==> config.mk <==
export PLATFORM = sky130hd
export DESIGN_NAME = exe_stage_mc
export DESIGN_NICKNAME = d
export VERILOG_FILES = /design/src/rtl/exe_pkg.sv /design/src/rtl/val2_gen.sv /design/src/rtl/exe_stage_mc.sv
export SDC_FILE = /design/constraint.sdc
export NUM_CORES = 1
export LEC_CHECK = 0
export CAP_MARGIN = 20
export CELL_PAD_IN_SITES_DETAIL_PLACEMENT = 0
export CELL_PAD_IN_SITES_GLOBAL_PLACEMENT = 1
export CORE_AREA = 2 2 224 226
export CTS_CLUSTER_DIAMETER = 150
export DETAILED_ROUTE_END_ITERATION = 7
export DIE_AREA = 0 0 226 228
export HOLD_SLACK_MARGIN = 0.08
export PLACE_DENSITY = 0.95
export SLEW_MARGIN = 20
export SYNTH_ARGS = -nofsm -noshare
export SYNTH_HDL_FRONTEND = slang
export SYNTH_HIERARCHICAL = 1
export SYNTH_SLANG_ARGS = --single-unit
==> constraint.sdc <==
create_clock -name clk -period 13.2 [get_ports clk]
set_clock_uncertainty 0.05 [all_clocks]
set_input_delay 2.64 -clock clk [delete_from_list [all_inputs] [get_ports clk]]
set_output_delay 2.64 -clock clk [all_outputs]
set_load 0.005 [all_outputs]
==> src/rtl/exe_pkg.sv <==
// Shared constants for the execute stage: ALU command encodings, status
// flag bit positions, shifter type codes and the multiplier FSM states.
package exe_pkg;

  localparam logic [3:0] CMD_MOV = 4'b0001;
  localparam logic [3:0] CMD_MVN = 4'b1001;
  localparam logic [3:0] CMD_ADD = 4'b0010;
  localparam logic [3:0] CMD_ADC = 4'b0011;
  localparam logic [3:0] CMD_SUB = 4'b0100;
  localparam logic [3:0] CMD_SBC = 4'b0101;
  localparam logic [3:0] CMD_AND = 4'b0110;
  localparam logic [3:0] CMD_ORR = 4'b0111;
  localparam logic [3:0] CMD_EOR = 4'b1000;
  localparam logic [3:0] CMD_MUL = 4'b1010;

  // Bit positions inside the {N,Z,C,V} status register
  localparam int FLAG_N = 3;
  localparam int FLAG_Z = 2;
  localparam int FLAG_C = 1;
  localparam int FLAG_V = 0;

  localparam logic [1:0] SH_LSL = 2'b00;
  localparam logic [1:0] SH_LSR = 2'b01;
  localparam logic [1:0] SH_ASR = 2'b10;
  localparam logic [1:0] SH_ROR = 2'b11;

  typedef enum logic {
    ST_IDLE    = 1'b0,
    ST_MUL_RUN = 1'b1
  } exe_state_e;

endpackage

==> src/rtl/val2_gen.sv <==
// Second ALU operand generator. Memory ops use the raw 12-bit offset,
// immediates are an 8-bit value rotated right by twice the 4-bit rotate
// field, and register operands go through the barrel shifter.
import exe_pkg::*;

module val2_gen #(
  parameter int DATA_W = 32
) (
  input  logic              mem_en_i,
  input  logic              imm_i,
  input  logic [11:0]       shift_operand_i,
  input  logic [DATA_W-1:0] val_rm_i,
  output logic [DATA_W-1:0] val2_o
);

  logic [4:0] shAmt;
  logic [1:0] shType;
  logic [4:0] immRot;

  assign shAmt  = shift_operand_i[11:7];
  assign shType = shift_operand_i[6:5];
  assign immRot = {shift_operand_i[11:8], 1'b0};

  // Rotate right; the amount wraps modulo the datapath width so narrow
  // configurations still behave as a true rotate.
  function automatic logic [DATA_W-1:0] rotr(input logic [DATA_W-1:0] x,
                                             input logic [4:0] amt);
    logic [2*DATA_W-1:0] dbl;
    int a;
    a   = int'(amt) % DATA_W;
    dbl = {x, x} >> a;
    return dbl[DATA_W-1:0];
  endfunction

  // Select the operand source, memory offset first, then immediate, then shifter
  always_comb begin
    val2_o = '0;
    if (mem_en_i) begin
      val2_o = {{(DATA_W-12){1'b0}}, shift_operand_i};
    end else if (imm_i) begin
      val2_o = rotr({{(DATA_W-8){1'b0}}, shift_operand_i[7:0]}, immRot);
    end else if (shAmt == 5'd0) begin
      val2_o = val_rm_i;
    end else begin
      case (shType)
        SH_LSL:  val2_o = val_rm_i << shAmt;
        SH_LSR:  val2_o = val_rm_i >> shAmt;
        SH_ASR:  val2_o = $unsigned($signed(val_rm_i) >>> shAmt);
        default: val2_o = rotr(val_rm_i, shAmt);
      endcase
    end
  end

endmodule

==> src/rtl/exe_stage_mc.sv <==
// Multi-cycle execute stage: ALU with status register, branch target adder,
// registered EXE/MEM outputs with valid/flush, and a bit-serial multiplier
// that holds the front end with busy while it iterates.
import exe_pkg::*;

module exe_stage_mc #(
  parameter int DATA_W = 32,
  parameter int IMM_W  = 24,
  parameter int MUL_EN = 1
) (
  input  logic              clk,
  input  logic              rst,
  input  logic              flush,
  input  logic              in_valid,
  output logic              busy,
  input  logic [3:0]        EXE_CMD,
  input  logic              S,
  input  logic              imm,
  input  logic              MEM_R_EN,
  input  logic              MEM_W_EN,
  input  logic [DATA_W-1:0] PC,
  input  logic [DATA_W-1:0] Val_Rn,
  input  logic [DATA_W-1:0] Val_Rm,
  input  logic [11:0]       Shift_operand,
  input  logic [IMM_W-1:0]  Signed_imm_24,
  output logic              out_valid,
  output logic [DATA_W-1:0] ALU_result,
  output logic [DATA_W-1:0] Br_addr,
  output logic              mem_r_en_out,
  output logic              mem_w_en_out,
  output logic [3:0]        SR
);

  localparam int EXT_W = (DATA_W > IMM_W) ? DATA_W : IMM_W;
  localparam int CNT_W = $clog2(DATA_W) + 1;
  localparam logic [CNT_W-1:0] CNT_LAST = CNT_W'(DATA_W - 1);
  localparam int MSB = DATA_W - 1;

  exe_state_e        state_q, state_d;
  logic [CNT_W-1:0]  cnt_q, cnt_d;
  logic [DATA_W-1:0] mulA_q, mulA_d;
  logic [DATA_W-1:0] mulB_q, mulB_d;
  logic [DATA_W-1:0] acc_q, acc_d;
  logic              mulS_q, mulS_d;
  logic              outValid_q, outValid_d;
  logic [DATA_W-1:0] result_q, result_d;
  logic [DATA_W-1:0] br_q, br_d;
  logic              memR_q, memR_d;
  logic              memW_q, memW_d;
  logic [3:0]        SR_q, SR_d;

  logic              memOp;
  logic [DATA_W-1:0] val2;
  logic [DATA_W-1:0] addB;
  logic              addCin;
  logic [DATA_W:0]   sum;
  logic              vFlag;
  logic              nzUpd;
  logic              cvUpd;
  logic              isMul;
  logic [DATA_W-1:0] aluRes;
  logic [3:0]        aluFlags;
  logic [DATA_W-1:0] mulStep;
  logic              accept;

  logic signed [EXT_W-1:0] brOffExt;
  logic [EXT_W-1:0]        brOffShift;
  logic [DATA_W-1:0]       brAddr;

  assign memOp = MEM_R_EN | MEM_W_EN;

  val2_gen #(.DATA_W(DATA_W)) u_val2 (
    .mem_en_i        (memOp),
    .imm_i           (imm),
    .shift_operand_i (Shift_operand),
    .val_rm_i        (Val_Rm),
    .val2_o          (val2)
  );

  // Word offset sign-extended then scaled to bytes; the add wraps naturally
  assign brOffExt   = EXT_W'($signed(Signed_imm_24));
  assign brOffShift = brOffExt << 2;
  assign brAddr     = PC + brOffShift[DATA_W-1:0];

  // One shared adder serves ADD/ADC/SUB/SBC; subtraction is a + ~b + cin,
  // so overflow is the same sign test against the effective addend.
  always_comb begin
    addB   = val2;
    addCin = 1'b0;
    case (EXE_CMD)
      CMD_ADC: addCin = SR_q[FLAG_C];
      CMD_SUB: begin addB = ~val2; addCin = 1'b1; end
      CMD_SBC: begin addB = ~val2; addCin = SR_q[FLAG_C]; end
      default: ;
    endcase
    sum   = {1'b0, Val_Rn} + {1'b0, addB} + {{DATA_W{1'b0}}, addCin};
    vFlag = (Val_Rn[MSB] == addB[MSB]) && (sum[MSB] != Val_Rn[MSB]);
  end

  // ALU result and candidate flags; memory ops compute an address and
  // never touch the flags, unknown commands give zero with flags held.
  always_comb begin
    aluRes   = '0;
    aluFlags = SR_q;
    nzUpd    = 1'b0;
    cvUpd    = 1'b0;
    isMul    = 1'b0;
    if (memOp) begin
      aluRes = Val_Rn + val2;
    end else begin
      case (EXE_CMD)
        CMD_MOV: begin aluRes = val2;          nzUpd = 1'b1; end
        CMD_MVN: begin aluRes = ~val2;         nzUpd = 1'b1; end
        CMD_AND: begin aluRes = Val_Rn & val2; nzUpd = 1'b1; end
        CMD_ORR: begin aluRes = Val_Rn | val2; nzUpd = 1'b1; end
        CMD_EOR: begin aluRes = Val_Rn ^ val2; nzUpd = 1'b1; end
        CMD_ADD, CMD_ADC, CMD_SUB, CMD_SBC: begin
          aluRes = sum[DATA_W-1:0];
          nzUpd  = 1'b1;
          cvUpd  = 1'b1;
        end
        CMD_MUL: isMul = (MUL_EN != 0);
        default: ;
      endcase
    end
    if (nzUpd) begin
      aluFlags[FLAG_N] = aluRes[MSB];
      aluFlags[FLAG_Z] = (aluRes == '0);
    end
    if (cvUpd) begin
      aluFlags[FLAG_C] = sum[DATA_W];
      aluFlags[FLAG_V] = vFlag;
    end
  end

  assign accept  = (state_q == ST_IDLE) && in_valid && !flush;
  assign mulStep = acc_q + (mulB_q[0] ? mulA_q : '0);

  // Next-state logic: IDLE registers single-cycle results or launches a
  // multiply; MUL_RUN adds one partial product per cycle until the last bit.
  always_comb begin
    state_d    = state_q;
    cnt_d      = cnt_q;
    mulA_d     = mulA_q;
    mulB_d     = mulB_q;
    acc_d      = acc_q;
    mulS_d     = mulS_q;
    outValid_d = 1'b0;
    result_d   = result_q;
    br_d       = br_q;
    memR_d     = 1'b0;
    memW_d     = 1'b0;
    SR_d       = SR_q;
    case (state_q)
      ST_IDLE: begin
        if (accept) begin
          br_d = brAddr;
          if (isMul) begin
            state_d = ST_MUL_RUN;
            mulA_d  = Val_Rn;
            mulB_d  = Val_Rm;
            acc_d   = '0;
            cnt_d   = '0;
            mulS_d  = S;
          end else begin
            outValid_d = 1'b1;
            result_d   = aluRes;
            memR_d     = MEM_R_EN;
            memW_d     = MEM_W_EN;
            if (S && (nzUpd || cvUpd)) SR_d = aluFlags;
          end
        end
      end
      default: begin
        if (flush) begin
          state_d = ST_IDLE;
        end else begin
          acc_d  = mulStep;
          mulA_d = mulA_q << 1;
          mulB_d = mulB_q >> 1;
          cnt_d  = cnt_q + 1'b1;
          if (cnt_q == CNT_LAST) begin
            state_d    = ST_IDLE;
            outValid_d = 1'b1;
            result_d   = mulStep;
            if (mulS_q) begin
              SR_d[FLAG_N] = mulStep[MSB];
              SR_d[FLAG_Z] = (mulStep == '0);
            end
          end
        end
      end
    endcase
  end

  // State and pipeline registers with synchronous reset
  always_ff @(posedge clk) begin
    if (rst) begin
      state_q    <= ST_IDLE;
      cnt_q      <= '0;
      mulA_q     <= '0;
      mulB_q     <= '0;
      acc_q      <= '0;
      mulS_q     <= 1'b0;
      outValid_q <= 1'b0;
      result_q   <= '0;
      br_q       <= '0;
      memR_q     <= 1'b0;
      memW_q     <= 1'b0;
      SR_q       <= 4'b0000;
    end else begin
      state_q    <= state_d;
      cnt_q      <= cnt_d;
      mulA_q     <= mulA_d;
      mulB_q     <= mulB_d;
      acc_q      <= acc_d;
      mulS_q     <= mulS_d;
      outValid_q <= outValid_d;
      result_q   <= result_d;
      br_q       <= br_d;
      memR_q     <= memR_d;
      memW_q     <= memW_d;
      SR_q       <= SR_d;
    end
  end

  assign busy         = (state_q == ST_MUL_RUN);
  assign out_valid    = outValid_q;
  assign ALU_result   = result_q;
  assign Br_addr      = br_q;
  assign mem_r_en_out = outValid_q & memR_q;
  assign mem_w_en_out = outValid_q & memW_q;
  assign SR           = SR_q;

endmodule

==> metrics.md <==
| Metric | Value |
|---|---|
| Status | `complete, no violations` |
| Gp weighted congestion | `1.09` |
| Final hold violations | `0` |
| Setup_tns | `0 ps` |
| Ant diodes | `0` |
| Clk_lat worst skew | `460 ps` |
| Maxcap violations | `0` |
| Ys async rst share | `0%` |
| Post-CTS setup buffer count | `0` |
| RSZ-0062 raised after global routing | `false` |
| Initial Util | `around 47%` |
| Tmin final | `9920 ps` |
| Tot Pwr | `1.99 mW` |
| Routed wire per std cell | `27.2 um` |
| Syn Nets | `3406` |
| Cell Area, Synth | `between 20000 and 25000 sq um` |
| DIE AREA | `51500 sq um` |
| Largest net degree at the start of global routing | `100` |
| Power Density | `76.0 nW/um^2` |
| Die Wd | `226 um` |
| Most frequent cells in the layout | `nor2_1 (324), nand2_1 (259), a21oi_1 (242)` |
| EDFF count, synth | `0` |
| Antenna Nets Post-Route | `0` |
| CTS resizes | `0` |
| Max-slew violation total from the final report | `0` |
| Area grow syn2layout | `12.4%` |
| Commonest non-fill, non-tap cell in the layout | `nor2_1` |
| Leak | `10.0 nW` |
| PortBufs | `215` |
| GRT busiest layer | `met2` |
| Post-Syn Instances | `3101` |
| Grt met2 use | `61.2%` |
| Routed WL | `104000 um` |
| Via/cell ratio | `~6.8` |
| Seq/Total Area, Yosys | `15.1%` |
| Worst endpoint data arrival time | `10270 ps` |
| Initial antenna violation count | `1` |
| Fin util | `a little over half` |
| Total track usage | `39.3%` |
| NumNets Final | `about 3400` |
| Worst-Margin Slew | `1110 ps` |
| WHS Path Cells | `2` |
| Drt initial violations | `approximately 3400` |
| Met1 Usage GRT | `48.2%` |
| CP Class | `in -> reg` |
| Global route overflow | `0` |
| CP required | `13540 ps` |
| Count of different cell masters after synthesis | `95` |
| Row count | `82` |
| Clk slew on worst S/H paths | `80 ps` |
| Yosys reg bits | `175` |
| Max-slew headroom | `25.6%` |
| Yosys warning count | `6` |
| Synthesized area per cell | `7.50 sq um` |
| Vias in the first global route | `between 20000 and 25000` |
| Max VDD drop | `0.0000785 V` |
| Synth Flop Type | `dfxtp_1` |
| IO Pins | `216` |
| Dpl cells | `3788` |
| Die height | `roughly 230 um` |
| Hold WC Path Type | `reg -> reg` |
| CP Capture Type | `register` |
| Root buffer cell | `clkbuf_16` |
| Global-route wire length before repair | `155000 um` |
| Drc violations | `0` |
| Drt first pass iters | `8` |
| Core Footprint | `49300 sq um` |
| Dpl hpwl | `around 76000 um` |
| Finish-stage setup viols | `0` |
| Total CTS buffers | `17` |
| Worst-path maximum fanout | `32` |
| Startpoint Class | `input port` |
| FMAX | `101 MHz` |
| Fraction of layout cells with a size suffix above 1 | `7.81%` |
| Worst Reg-to-Reg Cells | `18` |
| CTS tree | `done` |
| Met3 usage | `under 10%` |
| Clock Path Buffers | `2` |
| Fin crit share | `75.2%` |
| Vias post-DR | `around 26000` |
| CTS HTree Levels | `4` |
| # clock sinks | `approximately 180` |
| Hold_buf cts | `0` |
| Finished Layout Cells | `3820` |
## synth_stat cells, types with 17 or more instances
cell / n / area [sq um]
nor2_1: 327 / 1230
nand2_1: 259 / 972
a21oi_1: 242 / 1210
clkbuf_1: 194 / 728
dfxtp_1: 175 / 3500
mux2i_1: 162 / 1620
ha_1: 156 / 1950
o21ai_0: 149 / 746
a211oi_1: 135 / 1010
inv_1: 119 / 447
nand3_1: 87 / 435
xnor2_1: 85 / 744
xor2_1: 71 / 622
mux4_2: 66 / 1490
nor3_1: 54 / 270
a21o_1: 53 / 398
and2_1: 53 / 332
nand2b_1: 43 / 269
a221oi_1: 40 / 350
mux2_2: 36 / 405
o211ai_1: 35 / 263
a31oi_1: 33 / 206
o22ai_1: 31 / 194
nand4_1: 28 / 175
nor2b_1: 25 / 156
or3_1: 25 / 156
a22oi_1: 24 / 180
and3_1: 24 / 150
buf_1: 21 / 78.8
buf_2: 21 / 105
o21bai_1: 18 / 135
a311oi_1: 17 / 149
nor4_1: 17 / 106
## area by class of cell
type	instances	area, sq um
Clock buffer	20	457
Clock inverter	12	108
Fill cell	4781	23200
Inverter	123	462
Multi-Input combinational cell	2540	18100
Sequential cell	175	3510
Tap cell	672	841
Timing Repair Buffer	278	2610
## routing by layer
layer  routed length (um)  vias to the layer above
met3                10400                      454
li1                     -                    11600
met2                46000                     1676
met1                39400                    12400
met5                    0                        -
met4                 8330                        0
## critical path: stages
cell and delay, ps:
clkdlybuf4s50_1 760, buf_4 440, nor2_1 720, inv_1 170, o31ai_1 310, nor4_1 70
a221oi_1 580, inv_1 170, xnor2_1 280, fa_1 260, inv_1 60, fa_1 400
nand2b_1 180, a21oi_1 220, o311ai_1 100, buf_4 180, a211oi_1 590, o21ai_0 360
a31oi_1 320, mux2i_1 130, nor4_1 490, nand3_1 190, nor4_1 400, a21oi_1 110
o21ai_1 90
## sequential cells by signal, summed over array words and instances, names as in the netlist
signal / cells
Br_addr: 32
mulS_q: 1
cnt_q: 6
SR: 4
mulA_q: 32
memR_q: 1
busy: 1
out_valid: 1
memW_q: 1
acc_q: 32
mulB_q: 32
ALU_result: 32
## per-stage QoR
stage / setup WS (ps) / hold slack (ps) / cell area [sq um]
6_report: 3280 / 400 / 26100
3_3_place_gp: 3280 / 389 / 25600
3_5_place_dp: 3220 / 395 / 25600
4_1_cts: 3690 / 402 / 26100
5_1_grt: 2940 / 412 / 26100
2_1_floorplan: 5370 / 386 / 23200
## cell families after synthesis
group / after synthesis / share of synthesized area, %
AOI/OAI and AO/OA: 961 / 27.9
xor gates and xnor gates: 156 / 5.88
adders and majority gates: 161 / 8.83
buffers and inverters: 386 / 6.99
DFF: 175 / 15.1
muxes: 264 / 15.1
and+or+nand+nor: 998 / 20.2
## where the power goes
part	internal (mW)	total, mW	switching [mW]
logic	0.357	0.930	0.573
clock network	0.271	0.501	0.230
registers	0.544	0.555	0.0112
## final timing paths
kind | to | slack (ps) | startpoint
min reg2reg | Br_addr[20] | 400 | Br_addr[20]
max reg2reg | SR[2] | 8230 | SR[1]
min | Br_addr[20] | 400 | Br_addr[20]
max | SR[2] | 3280 | Shift_operand[11]
Note: power is estimated with default switching activity, not from simulation.
